===== config.mk =====
export PLATFORM = sky130hd
export DESIGN_NAME = tx_packet_sequencer
export DESIGN_NICKNAME = d
export VERILOG_FILES = /design/src/rtl/tx_packet_sequencer.sv
export SDC_FILE = /design/constraint.sdc
export NUM_CORES = 1
export LEC_CHECK = 0
export ABC_CLOCK_PERIOD_IN_PS = 4400
export CORE_MARGIN = 2
export CORE_UTILIZATION = 35
export DETAILED_ROUTE_END_ITERATION = 16
export SLEW_MARGIN = 20
export SYNTH_ARGS = -nofsm -noshare
export SYNTH_HDL_FRONTEND = slang
export SYNTH_SLANG_ARGS = --single-unit

===== constraint.sdc =====
create_clock -name clk -period 4.4 [get_ports clk]
set_input_delay 0.66 -clock clk [delete_from_list [all_inputs] [get_ports clk]]
set_output_delay 0.66 -clock clk [all_outputs]
set_load 0.01 [all_outputs]

===== src/rtl/tx_packet_sequencer.sv =====
// tx_packet_sequencer
//   Read-side controller for the packet storage FIFO. Pulls one byte at a time
//   from storage, parses DA(6) SA(6) LEN(2) PAYLOAD(LEN) FCS(FCS_BYTES), and
//   presents each byte to the transmitter over a valid/ack handshake. An
//   inter-frame gap follows every frame (completed or aborted).
//   Optional build macro: SEQ_STATS_EN adds stat_frames / stat_errors counters.
module tx_packet_sequencer #(
  parameter int MAX_LEN    = 1500,
  parameter int FCS_BYTES  = 4,
  parameter int IFG_CYCLES = 96,
  parameter int STALL_MAX  = 255
) (
  input  logic        clk,
  input  logic        rst,
  input  logic        pkt_ready,
  input  logic        fifo_empty,
  input  logic [7:0]  fifo_r_data,
  output logic        fifo_r_en,
  output logic        fifo_flush,
  output logic [7:0]  tx_data,
  output logic        tx_valid,
  input  logic        tx_ack,
  output logic        tx_sof,
  output logic        tx_eof,
  output logic        busy,
  output logic        err_len,
  output logic        err_underrun
`ifdef SEQ_STATS_EN
  ,
  output logic [15:0] stat_frames,
  output logic [15:0] stat_errors
`endif
);

  // FSM states
  localparam logic [2:0] S_IDLE    = 3'd0;
  localparam logic [2:0] S_FETCH   = 3'd1;
  localparam logic [2:0] S_LOAD    = 3'd2;
  localparam logic [2:0] S_PRESENT = 3'd3;
  localparam logic [2:0] S_GAP     = 3'd4;
  localparam logic [2:0] S_ABORT   = 3'd5;

  // Frame fields
  localparam logic [2:0] F_DA  = 3'd0;
  localparam logic [2:0] F_SA  = 3'd1;
  localparam logic [2:0] F_LEN = 3'd2;
  localparam logic [2:0] F_PAY = 3'd3;
  localparam logic [2:0] F_FCS = 3'd4;

  localparam logic [10:0] ADDR_LAST  = 11'd5;
  localparam logic [10:0] FCS_LAST   = 11'(FCS_BYTES - 1);
  localparam logic [7:0]  STALL_LAST = 8'(STALL_MAX - 1);
  localparam logic [6:0]  GAP_LAST   = 7'(IFG_CYCLES - 1);
  localparam logic [15:0] MAX_LEN_V  = 16'(MAX_LEN);

  // Saturating increments: counters stop at all-ones instead of wrapping.
  function automatic logic [10:0] sat_inc11(input logic [10:0] v);
    return (v == 11'h7FF) ? v : (v + 11'd1);
  endfunction

  function automatic logic [7:0] sat_inc8(input logic [7:0] v);
    return (v == 8'hFF) ? v : (v + 8'd1);
  endfunction

  function automatic logic [6:0] sat_inc7(input logic [6:0] v);
    return (v == 7'h7F) ? v : (v + 7'd1);
  endfunction

  // LEN is illegal when zero or larger than the biggest supported payload.
  function automatic logic len_bad(input logic [15:0] l);
    return (l == 16'd0) || (l > MAX_LEN_V);
  endfunction

  logic [2:0]  state_q, state_d;
  logic [2:0]  field_q, field_d;
  logic [10:0] byte_cnt_q, byte_cnt_d;
  logic [7:0]  stall_cnt_q, stall_cnt_d;
  logic [6:0]  gap_cnt_q, gap_cnt_d;
  logic [15:0] len_q, len_d;
  logic [7:0]  tx_data_q, tx_data_d;
  logic        tx_valid_q, tx_valid_d;
  logic        tx_sof_q, tx_sof_d;
  logic        tx_eof_q, tx_eof_d;
  logic        busy_q, busy_d;
  logic        fifo_flush_q, fifo_flush_d;
  logic        err_len_q, err_len_d;
  logic        err_underrun_q, err_underrun_d;
  logic        frame_done_s;
  logic [15:0] len_full_s;

  // The read strobe must sit in the FETCH cycle itself so the data returned one
  // cycle later lands in LOAD; it is therefore decoded from the state register.
  assign fifo_r_en = (state_q == S_FETCH) && !fifo_empty;

  assign len_full_s = {len_q[15:8], tx_data_q};

  // Next-state, field tracking, counters and output staging.
  always_comb begin
    state_d        = state_q;
    field_d        = field_q;
    byte_cnt_d     = byte_cnt_q;
    stall_cnt_d    = stall_cnt_q;
    gap_cnt_d      = gap_cnt_q;
    len_d          = len_q;
    tx_data_d      = tx_data_q;
    tx_valid_d     = tx_valid_q;
    tx_sof_d       = tx_sof_q;
    tx_eof_d       = tx_eof_q;
    fifo_flush_d   = 1'b0;
    err_len_d      = 1'b0;
    err_underrun_d = 1'b0;
    frame_done_s   = 1'b0;

    case (state_q)
      S_IDLE: begin
        if (pkt_ready) begin
          state_d     = S_FETCH;
          field_d     = F_DA;
          byte_cnt_d  = 11'd0;
          stall_cnt_d = 8'd0;
          gap_cnt_d   = 7'd0;
        end else begin
          state_d = S_IDLE;
        end
      end

      S_FETCH: begin
        if (!fifo_empty) begin
          state_d     = S_LOAD;
          stall_cnt_d = 8'd0;
        end else if (stall_cnt_q == STALL_LAST) begin
          // This empty cycle is the STALL_MAX-th in a row.
          err_underrun_d = 1'b1;
          state_d        = S_ABORT;
          stall_cnt_d    = 8'd0;
        end else begin
          stall_cnt_d = sat_inc8(stall_cnt_q);
        end
      end

      S_LOAD: begin
        tx_data_d   = fifo_r_data;
        tx_valid_d  = 1'b1;
        tx_sof_d    = (field_q == F_DA) && (byte_cnt_q == 11'd0);
        tx_eof_d    = (field_q == F_FCS) && (byte_cnt_q == FCS_LAST);
        state_d     = S_PRESENT;
        stall_cnt_d = 8'd0;
      end

      S_PRESENT: begin
        if (tx_ack) begin
          tx_valid_d  = 1'b0;
          tx_sof_d    = 1'b0;
          tx_eof_d    = 1'b0;
          state_d     = S_FETCH;
          stall_cnt_d = 8'd0;
          case (field_q)
            F_DA: begin
              if (byte_cnt_q == ADDR_LAST) begin
                field_d    = F_SA;
                byte_cnt_d = 11'd0;
              end else begin
                byte_cnt_d = sat_inc11(byte_cnt_q);
              end
            end
            F_SA: begin
              if (byte_cnt_q == ADDR_LAST) begin
                field_d    = F_LEN;
                byte_cnt_d = 11'd0;
              end else begin
                byte_cnt_d = sat_inc11(byte_cnt_q);
              end
            end
            F_LEN: begin
              if (byte_cnt_q == 11'd0) begin
                len_d[15:8] = tx_data_q;
                byte_cnt_d  = 11'd1;
              end else begin
                len_d      = len_full_s;
                byte_cnt_d = 11'd0;
                if (len_bad(len_full_s)) begin
                  err_len_d = 1'b1;
                  state_d   = S_ABORT;
                end else begin
                  field_d = F_PAY;
                end
              end
            end
            F_PAY: begin
              if ({5'd0, byte_cnt_q} == (len_q - 16'd1)) begin
                field_d    = F_FCS;
                byte_cnt_d = 11'd0;
              end else begin
                byte_cnt_d = sat_inc11(byte_cnt_q);
              end
            end
            F_FCS: begin
              if (byte_cnt_q == FCS_LAST) begin
                state_d      = S_GAP;
                gap_cnt_d    = 7'd0;
                byte_cnt_d   = 11'd0;
                frame_done_s = 1'b1;
              end else begin
                byte_cnt_d = sat_inc11(byte_cnt_q);
              end
            end
            default: begin
              state_d    = S_ABORT;
              byte_cnt_d = 11'd0;
            end
          endcase
        end else begin
          state_d = S_PRESENT;
        end
      end

      S_GAP: begin
        if (gap_cnt_q == GAP_LAST) begin
          state_d   = S_IDLE;
          gap_cnt_d = 7'd0;
        end else begin
          gap_cnt_d = sat_inc7(gap_cnt_q);
        end
      end

      S_ABORT: begin
        // The partially sent frame simply ends without tx_eof.
        fifo_flush_d = 1'b1;
        state_d      = S_GAP;
        gap_cnt_d    = 7'd0;
        byte_cnt_d   = 11'd0;
      end

      default: begin
        state_d    = S_IDLE;
        tx_valid_d = 1'b0;
        tx_sof_d   = 1'b0;
        tx_eof_d   = 1'b0;
      end
    endcase

    busy_d = (state_d != S_IDLE);
  end

  // State and registered outputs; reset returns everything to idle with no flush.
  always_ff @(posedge clk or posedge rst) begin
    if (rst) begin
      state_q        <= S_IDLE;
      field_q        <= F_DA;
      byte_cnt_q     <= 11'd0;
      stall_cnt_q    <= 8'd0;
      gap_cnt_q      <= 7'd0;
      len_q          <= 16'd0;
      tx_data_q      <= 8'd0;
      tx_valid_q     <= 1'b0;
      tx_sof_q       <= 1'b0;
      tx_eof_q       <= 1'b0;
      busy_q         <= 1'b0;
      fifo_flush_q   <= 1'b0;
      err_len_q      <= 1'b0;
      err_underrun_q <= 1'b0;
    end else begin
      state_q        <= state_d;
      field_q        <= field_d;
      byte_cnt_q     <= byte_cnt_d;
      stall_cnt_q    <= stall_cnt_d;
      gap_cnt_q      <= gap_cnt_d;
      len_q          <= len_d;
      tx_data_q      <= tx_data_d;
      tx_valid_q     <= tx_valid_d;
      tx_sof_q       <= tx_sof_d;
      tx_eof_q       <= tx_eof_d;
      busy_q         <= busy_d;
      fifo_flush_q   <= fifo_flush_d;
      err_len_q      <= err_len_d;
      err_underrun_q <= err_underrun_d;
    end
  end

  assign tx_data      = tx_data_q;
  assign tx_valid     = tx_valid_q;
  assign tx_sof       = tx_sof_q;
  assign tx_eof       = tx_eof_q;
  assign busy         = busy_q;
  assign fifo_flush   = fifo_flush_q;
  assign err_len      = err_len_q;
  assign err_underrun = err_underrun_q;

`ifdef SEQ_STATS_EN
  logic [15:0] stat_frames_q, stat_frames_d;
  logic [15:0] stat_errors_q, stat_errors_d;

  // Frame and error tallies, updated alongside the events they count; both wrap.
  always_comb begin
    if (frame_done_s) begin
      stat_frames_d = stat_frames_q + 16'd1;
    end else begin
      stat_frames_d = stat_frames_q;
    end
    if (err_len_d || err_underrun_d) begin
      stat_errors_d = stat_errors_q + 16'd1;
    end else begin
      stat_errors_d = stat_errors_q;
    end
  end

  // Statistics registers.
  always_ff @(posedge clk or posedge rst) begin
    if (rst) begin
      stat_frames_q <= 16'd0;
      stat_errors_q <= 16'd0;
    end else begin
      stat_frames_q <= stat_frames_d;
      stat_errors_q <= stat_errors_d;
    end
  end

  assign stat_frames = stat_frames_q;
  assign stat_errors = stat_errors_q;
`endif

endmodule


== Word-level counts from Yosys, hierarchy flattened ==
Index checks and enable logic that the tools add are counted.
Word-level totals
  register bits after elaboration: 63
  input bits: 13
  output and inout bits: 16
  logic and storage cells: 129
Operators by class
  add/sub/neg operators: 4
  order comparisons: 1
  eq/ne operators: 29
  multiplexer cells: 54
  bitwise operators: 2
  reduce and logical (&&, ||, !) cells: 24
Operator list (number)
  11-bit 2-to-1 mux: 6
  11-bit one-hot mux with 4 select lines: 1
  3-bit 2-to-1 mux: 14
  7-bit 2-to-1 mux: 6
  8-bit 2-to-1 mux: 5
  11-bit one-hot mux with 3 select lines: 1
  8-bit one-hot mux with 4 select lines: 1
  7-bit one-hot mux with 4 select lines: 1
  3-bit != test, second input constant: 6
  3-bit one-hot mux with 6 select lines: 1
  11-bit by 16-bit equality test with 1-bit output: 1
  8-bit equality test, second input constant: 2
  16-bit by 11-bit greater-than comparator with 1-bit output, second input constant: 1
  16-bit zero test: 1
  16-bit by 1-bit subtractor with 16-bit output, second input constant: 1
  7-bit equality test, second input constant: 2
  3-bit by 2-bit equality test with 1-bit output, second input constant: 4
  1-bit 2-to-1 mux: 12
  3-bit one-hot mux with 4 select lines: 1
  4-bit AND reduction: 3
  11-bit by 1-bit adder with 11-bit output, second input constant: 1
  11-bit equality test, second input constant: 1
  11-bit by 2-bit equality test with 1-bit output, second input constant: 1
  11-bit by 3-bit equality test with 1-bit output, second input constant: 1
  26 further kinds: 40

== Longest topological paths before layout ==
Gate-level depths: netlist of the first run.
  depth in word-level cells: 8
  depth in mapped cells: 10
  gate-level depth less buffers: 9

== Least setup slack after synthesis of the first run ==
OpenSTA, ideal clock, no wires.
  path type: register to register
  from: register len_q[0]
  to: register byte_cnt_q[10]
  library setup time: 129 ps
  data arrival time: 2333 ps
  required time: 4271 ps
  slack: 1938 ps
  cell stages (with the launch flop): 11
  buffers on the path: 1
  period minus slack after synthesis: 2462 ps
  cell sequence: dfrtp_1 inv_1 ha_1 or3b_2 nor4b_2 xor2_1 nor3_1 a21oi_2 buf_6 nor3_2 o22ai_2
On the way
  cells in the longest elaborated chain, start to end: 6
Ends and longest elaborated chain
  start: declaration: line 79  | logic [15:0] len_q, len_d;
  start signal: assignment: line 268  | len_q <= len_d;
  16-bit by 1-bit subtractor with 16-bit output: line 190  | if ({5'd0, byte_cnt_q} == (len_q - 16'd1)) begin
  11-bit by 16-bit equality test with 1-bit output: line 190
  11-bit 2-to-1 mux: line 190
  11-bit one-hot mux with 4 select lines: line 157  | case (field_q)
  11-bit 2-to-1 mux: line 151  | if (tx_ack) begin
  11-bit one-hot mux with 3 select lines: line 114  | case (state_q)
  end signal: assignment: line 265  | byte_cnt_q <= byte_cnt_d;
  end: declaration: line 76  | logic [10:0] byte_cnt_q, byte_cnt_d;
Every way passes these cells. The select of a mux whose other input is x is not followed.
A chain may end at the register's enable or synchronous reset.

== Final worst setup path of the first run ==
  from: register len_q[0]
  to: register byte_cnt_q[2]
Same word-level chain as after synthesis.

==> results_dict.tcl, run 1 <==
set metrics [dict create \
    clk_pin_slew_ps 70 \
    area_growth_syn_to_layout_pct 15.4 \
    root_buffer "clkbuf_8" \
    hpwl_mm 6.31 \
    start_kind "flop" \
    grtUsageMet3 0.0293 \
    max_cap_violations 0 \
    routed_via_density 5.42 \
    cts_buffers 9 \
    slew_viol_final 0 \
    syn_area_per_cell_um2 9.47 \
    ant_nets 0 \
    status "complete, no violations" \
    max_freq_ghz 0.349 \
    hold_class "reg -> reg" \
    diodes 0 \
    drcViolationCount 0 \
    maxSlewHeadroom 0.355 \
    placementRows 38 \
    cts_sinks 63 \
    synth_seq_cells 63 \
    place_congestion 0.875 \
    ys_types 69 \
    final.period_utilization 0.651 \
    chipWidth_um 109 \
    powerDensity_nw_per_um2 560 \
    yosysWarnings 0 \
    p_leak_nw 1.83 \
    syn_nets 426 \
    grt_max_degree 47 \
    htreeDepth 3 \
    path_cells "inv_1 > ha_1 > or3b_2 > nor4b_2 > xor2_1 > nor3_1 > a21oi_2 > o22ai_1 > a22oi_1" \
    critPathLaunch "len_q[0]" \
    path_buf_inv 1 \
    synthTopCellsByArea "dfrtp_1 41%, mux2_2 7.0%, nand2_1 3.9%, nor2_1 3.9%, o21ai_0 3.1%" \
    grt_first_pass_wirelength_mm 15.2 \
    worstPathArrival_ps 3140 \
    switchingPower_uw 970 \
    power.share.clock 0.236 \
    netlist.top_cell.by_area "dfrtp_1" \
    peakVddDrop_mv 0.391 \
    syn_area_um2 3840 \
    min_period_ps 2870 \
    synth-edff-count 0 \
    core_region_area_um2 10800 \
    pin_count 29 \
    wl_mm 8.68 \
    crit_fanout 13 \
    clock_latency_ps 360 \
    p_comb_frac 0.391 \
    num_vias 3109 \
    drive_above_1_share 0.157 \
    worst-setup-path-type "reg -> reg" \
    antenna_found_initial 0 \
    grt_overflow 0 \
    hold_buffers 0 \
    tns_ps 0 \
    die_y_um 109 \
    nets 449 \
    cp-end-kind "flop" \
    slowest_stage "or3b_2" \
    power_mw 2.48 \
    switching_share 0.391 \
    cts_resized 0 \
    detail_route.iter0.violations 179 \
    finalSetupViolations 0 \
    cts_setup_buffers 0 \
    dieArea_um2 11800 \
    cts_buffer_depth 2 \
    synth_flop_cell "dfrtp_1" \
    p_int_mw 1.51 \
    yosysTopAreaCellShare 0.410 \
    slowest_delay_ps 530 \
    grt_most_used_layer "met2" \
    tightest_slew_ps 967 \
    cp_top_family "simple AND/OR/NAND/NOR gates" \
    synth_async_sr_flop_share 1.00 \
    grt_usage 0.164 \
    skew_ps 9.10 \
    drt_first_pass_iters 5 \
    reg2reg_from "len_q[0]" \
    required_ps 4670 \
    hold_violations 0 \
    gr-usage-met2 0.247 \
    io_buffer_count 28 \
    initial_core_util 0.356 \
    wl_per_cell_um 15.1 \
    postSynthCellCount 406 \
    min-delay-start "tx_valid" \
    met1_usage 0.233 \
    seqPwrFrac 0.373 \
    ys_seq_area_frac 0.410 \
    grt_pass1_vias 3069 \
    rsz0062_at_grt "false" \
    cts_tree "built" \
]
-- cell usage in the layout (no fill, tap or decap), types with 6 or more instances in the layout --
cell and n:
a21oi_1 6, and2_1 6, and3_1 7, clkbuf_8 10
clkdlybuf4s50_1 28, dfrtp_1 63, ha_1 7, inv_1 15
mux2_2 24, nand2_1 40, nand2b_1 6, nand3_1 10
nand4_1 7, nor2_1 40, nor3_1 16, nor4_1 6
o21ai_0 24, o21ai_1 6, xnor2_1 12, xor2_1 8
-- final timing paths --
check	depth (start not counted)	slack [ps]	end
setup / recovery	9	1530	byte_cnt_q[2]
max in group asynchronous	3	2760	byte_cnt_q[7]
min in group asynchronous	2	840	tx_data[1]
hold / removal	1	500	tx_valid
hold reg to reg	1	500	tx_valid
setup reg to reg	9	1530	byte_cnt_q[2]
-- per-stage QoR --
| step | std cells | hold slack (ps) | instance area [µm²] | worst slack, ps | util |
|---|---|---|---|---|---|
| floorplan | 406 | 456 | 3840 | 1940 | - |
| global placement | 558 | 469 | 4210 | 1500 | 0.390 |
| detailed placement | 558 | 474 | 4210 | 1380 | 0.390 |
| CTS | 574 | 495 | 4430 | 1540 | 0.411 |
| global route | 574 | 528 | 4430 | 1280 | 0.411 |
| finish | 574 | 497 | 4430 | 1530 | 0.411 |
-- power groups by stage --
stage | clock network, mW | registers (mW) | logic [mW]
2_1_floorplan | 0 | 0.853 | 0.749
3_3_place_gp | 0 | 0.931 | 0.951
3_5_place_dp | 0 | 0.932 | 0.972
4_1_cts | 0.597 | 0.924 | 0.979
5_1_grt | 0.624 | 0.955 | 1.08
6_report | 0.586 | 0.925 | 0.971
-- logic make-up (layout without fill, tap and decap cells) --
kind of cell | Yosys count | count (layout) | synth area share
flops | 63 | 63 | 0.410
fa+ha+maj | 7 | 7 | 0.0228
buf+inv | 33 | 61 | 0.0433
simple gates | 174 | 174 | 0.252
xor+xnor | 20 | 20 | 0.0456
compound gates | 83 | 83 | 0.150
mux | 26 | 26 | 0.0755
-- synthesized netlist by cell type (2+ instances only) --
| master | count |
|---|---|
| a211oi_1 | 4 |
| a21o_1 | 4 |
| a21oi_1 | 6 |
| a31oi_1 | 4 |
| and2_1 | 6 |
| and3_1 | 7 |
| and4_1 | 4 |
| buf_6 | 5 |
| clkbuf_1 | 10 |
| dfrtp_1 | 63 |
| ha_1 | 7 |
| inv_1 | 16 |
| mux2_2 | 24 |
| mux2i_1 | 2 |
| nand2_1 | 40 |
| nand2b_1 | 6 |
| nand3_1 | 10 |
| nand4_1 | 7 |
| nor2_1 | 40 |
| nor2b_1 | 4 |
| nor3_1 | 16 |
| nor3_2 | 2 |
| nor3b_1 | 5 |
| nor4_1 | 6 |
| nor4_2 | 3 |
| nor4_4 | 2 |
| o2111a_1 | 2 |
| o211ai_1 | 2 |
| o21a_1 | 2 |
| o21ai_0 | 24 |
| o21ai_1 | 6 |
| o22ai_1 | 5 |
| o22ai_2 | 2 |
| o31ai_1 | 3 |
| or3_1 | 3 |
| or4_4 | 3 |
| xnor2_1 | 12 |
| xor2_1 | 8 |
-- cell type report --
cell class / count / area, µm²
Fill cell: 1076 / 6360
Multi-Input combinational cell: 310 / 2110
Sequential cell: 63 / 1580
Timing Repair Buffer: 29 / 288
Tap cell: 140 / 175
Clock buffer: 10 / 138
Clock inverter: 6 / 91.3
Inverter: 16 / 60.1
-- layer usage --
metal | vias up | routed length, µm | part of all wire
met2 | 74 | 4080 | 0.47
met1 | 1497 | 4200 | 0.48
met3 | 9 | 286 | 0.033
met5 | - | 0 | 0
li1 | 1529 | - | -
met4 | 0 | 120 | 0.014
-- flip-flops by register name, indices dropped and copies added, names as in the netlist, 3 cells and up --
| name | count |
|---|---|
| byte_cnt_q | 11 |
| field_q | 3 |
| gap_cnt_q | 7 |
| len_q | 16 |
| stall_cnt_q | 8 |
| state_q | 3 |
| tx_data | 8 |
Note: power is estimated with default switching activity, not from simulation.
==> inputs of run 2 (changes only) <==
--- a/config.mk
+++ b/config.mk
@@ -5,7 +5,7 @@
 export SDC_FILE = /design/constraint.sdc
 export NUM_CORES = 1
 export LEC_CHECK = 0
-export ABC_CLOCK_PERIOD_IN_PS = 4400
+export ABC_CLOCK_PERIOD_IN_PS = 2800
 export CORE_MARGIN = 2
 export CORE_UTILIZATION = 35
 export DETAILED_ROUTE_END_ITERATION = 16
==> constraint.sdc (replaced) <==
create_clock -name clk -period 2.8 [get_ports clk]
set_input_delay 0.42 -clock clk [delete_from_list [all_inputs] [get_ports clk]]
set_output_delay 0.42 -clock clk [all_outputs]
set_load 0.01 [all_outputs]
==> run 2 against run 1 <==
  * Power increased by 51%
  * Non-clock buffer count increased by 15
  * Cell count increased by 2.6%
  * Die area unchanged
  * Cell area increased by 2.1%
  * Global-route usage decreased by 0.059 points
  * Combinational power increased by 69%
  * Critical path type unchanged
==> results_dict.tcl, run 2 (synthesis results as in run 1) <==
set metrics [dict create \
    status "complete, no violations" \
    grt_overflow 0 \
    cts_buffer_depth 2 \
    num_vias 3162 \
    slowest_stage "or3b_2" \
    largestRegisters "len_q (16), byte_cnt_q (11)" \
    maxSlewHeadroom 0.553 \
    hpwl_mm 6.48 \
    cts_resized 0 \
    wl_per_cell_um 14.8 \
    fill_cells 1057 \
    core_region_area_um2 10800 \
    grt_most_used_layer "met2" \
    drcViolationCount 0 \
    met1_usage 0.225 \
    wl_mm 8.72 \
    diodes 0 \
    grtUsageMet3 0.0305 \
    ant_nets 0 \
    cp-end-kind "flop" \
    place_congestion 0.903 \
    mostFrequentLayoutCells "63 x dfrtp_1, 40 x nand2_1, 40 x nor2_1, 28 x clkdlybuf4s50_1" \
    rsz0062_at_grt "false" \
    largest_register_ffs 16 \
    skew_ps 9.39 \
    pin_count 29 \
    io_buffer_count 28 \
    slowest_delay_ps 500 \
    hold_slack_ps 464 \
    grt_pass1_vias 3092 \
    max_cap_violations 0 \
    powerDensity_nw_per_um2 830 \
    min_period_ps 2600 \
    slew_viol_final 0 \
    area_growth_syn_to_layout_pct 17.8 \
    worstPathArrival_ps 2810 \
    clock_latency_ps 340 \
    largest-register "len_q" \
    worst_slack_ps 202 \
    placementRows 38 \
    drive_above_1_share 0.185 \
    cts_setup_buffers 0 \
    pre_cts_slack_ps 161 \
    cts_sinks 63 \
    initial_core_util 0.356 \
    grt_first_pass_wirelength_mm 15.2 \
    htreeDepth 3 \
    final_util 0.420 \
    path_cells "inv_1 > ha_1 > or3b_2 > nor4b_2 > xor2_1 > nor3_2 > a21oi_4 > buf_4 > o21ai_1 > o211ai_1" \
    dieArea_um2 11800 \
    gr-usage-met2 0.257 \
    start_kind "flop" \
    hold_violations 0 \
    hold_buffers 0 \
    tns_ps 0 \
    p_leak_nw 1.88 \
    worst-setup-path-type "reg -> reg" \
    chipWidth_um 109 \
    hold_class "in -> async" \
    nets 464 \
    die_y_um 109 \
    root_buffer "clkbuf_8" \
    max_freq_ghz 0.385 \
    cts_tree "built" \
    routed_via_density 5.37 \
    finalSetupViolations 0 \
    grt_usage 0.164 \
    cts_buffers 9 \
    antenna_found_initial 0 \
    tightest_slew_ps 671 \
    peakVddDrop_mv 0.477 \
    power_mw 3.76 \
    grt_max_degree 64 \
    crit_fanout 9 \
    drt_first_pass_iters 4 \
    required_ps 3010 \
    detail_route.iter0.violations 193 \
    final.period_utilization 0.928 \
    layout_commonest_cell "dfrtp_1" \
    clk_pin_slew_ps 70 \
]
==> run 2: cell count changes in the layout (fill, tap and decap cells not counted), sizes merged <==
cell | previous run | this run
buf | 1 | 16
bufinv | 2 | 0
clkbuf | 10 | 11
clkinv | 2 | 4
clkinvlp | 0 | 1
inv | 18 | 16
==> run 2: metrics by stage <==
stage / instance area, µm² / cells
3_3_place_gp: 4330 / 573
3_5_place_dp: 4330 / 573
5_1_grt: 4530 / 589
4_1_cts: 4500 / 589
6_report: 4530 / 589
2_1_floorplan: 3840 / 406
==> run 2: critical path: cells and delay by family, from the launching register on <==
kind / cells / cell delay (ps)
compound gates: 3 / 400
xor+xnor: 1 / 110
fa+ha+maj: 1 / 150
buf+inv: 2 / 280
flops: 1 / 440
simple gates: 3 / 1090
==> run 2: worst paths after layout <==
| kind | depth (start not counted) | slack [ps] | start | to |
|---|---|---|---|---|
| max in group asynchronous | 3 | 2060 | rst | byte_cnt_q[6] |
| max | 10 | 200 | len_q[0] | byte_cnt_q[9] |
| min reg2reg | 1 | 490 | tx_valid | tx_valid |
| min in group clk | 1 | 490 | tx_valid | tx_valid |
| min | 3 | 460 | rst | stall_cnt_q[5] |
| max reg2reg | 10 | 200 | len_q[0] | byte_cnt_q[9] |
==> run 2: cell type report <==
| class | count | area [µm²] | share of cell area |
|---|---|---|---|
| Clock buffer | 11 | 131 | 0.0290 |
| Timing Repair Buffer | 44 | 413 | 0.0912 |
| Tap cell | 140 | 175 | 0.0387 |
| Clock inverter | 5 | 35.0 | 0.00773 |
| Multi-Input combinational cell | 310 | 2140 | 0.472 |
| Inverter | 16 | 60.1 | 0.0133 |
| Sequential cell | 63 | 1580 | 0.348 |
==> run 2: where the power goes <==
group / internal, mW / switching, mW / leakage (nW)
registers: 1.11 / 0.324 / 0.835
logic: 0.809 / 0.834 / 0.964
clock network: 0.321 / 0.362 / 0.0833
==> run 2: routing by layer <==
metal	wire, µm	vias up
met1	4200	1543
li1	-	1560
met2	4200	51
met3	233	8
met5	0	-
met4	91	0
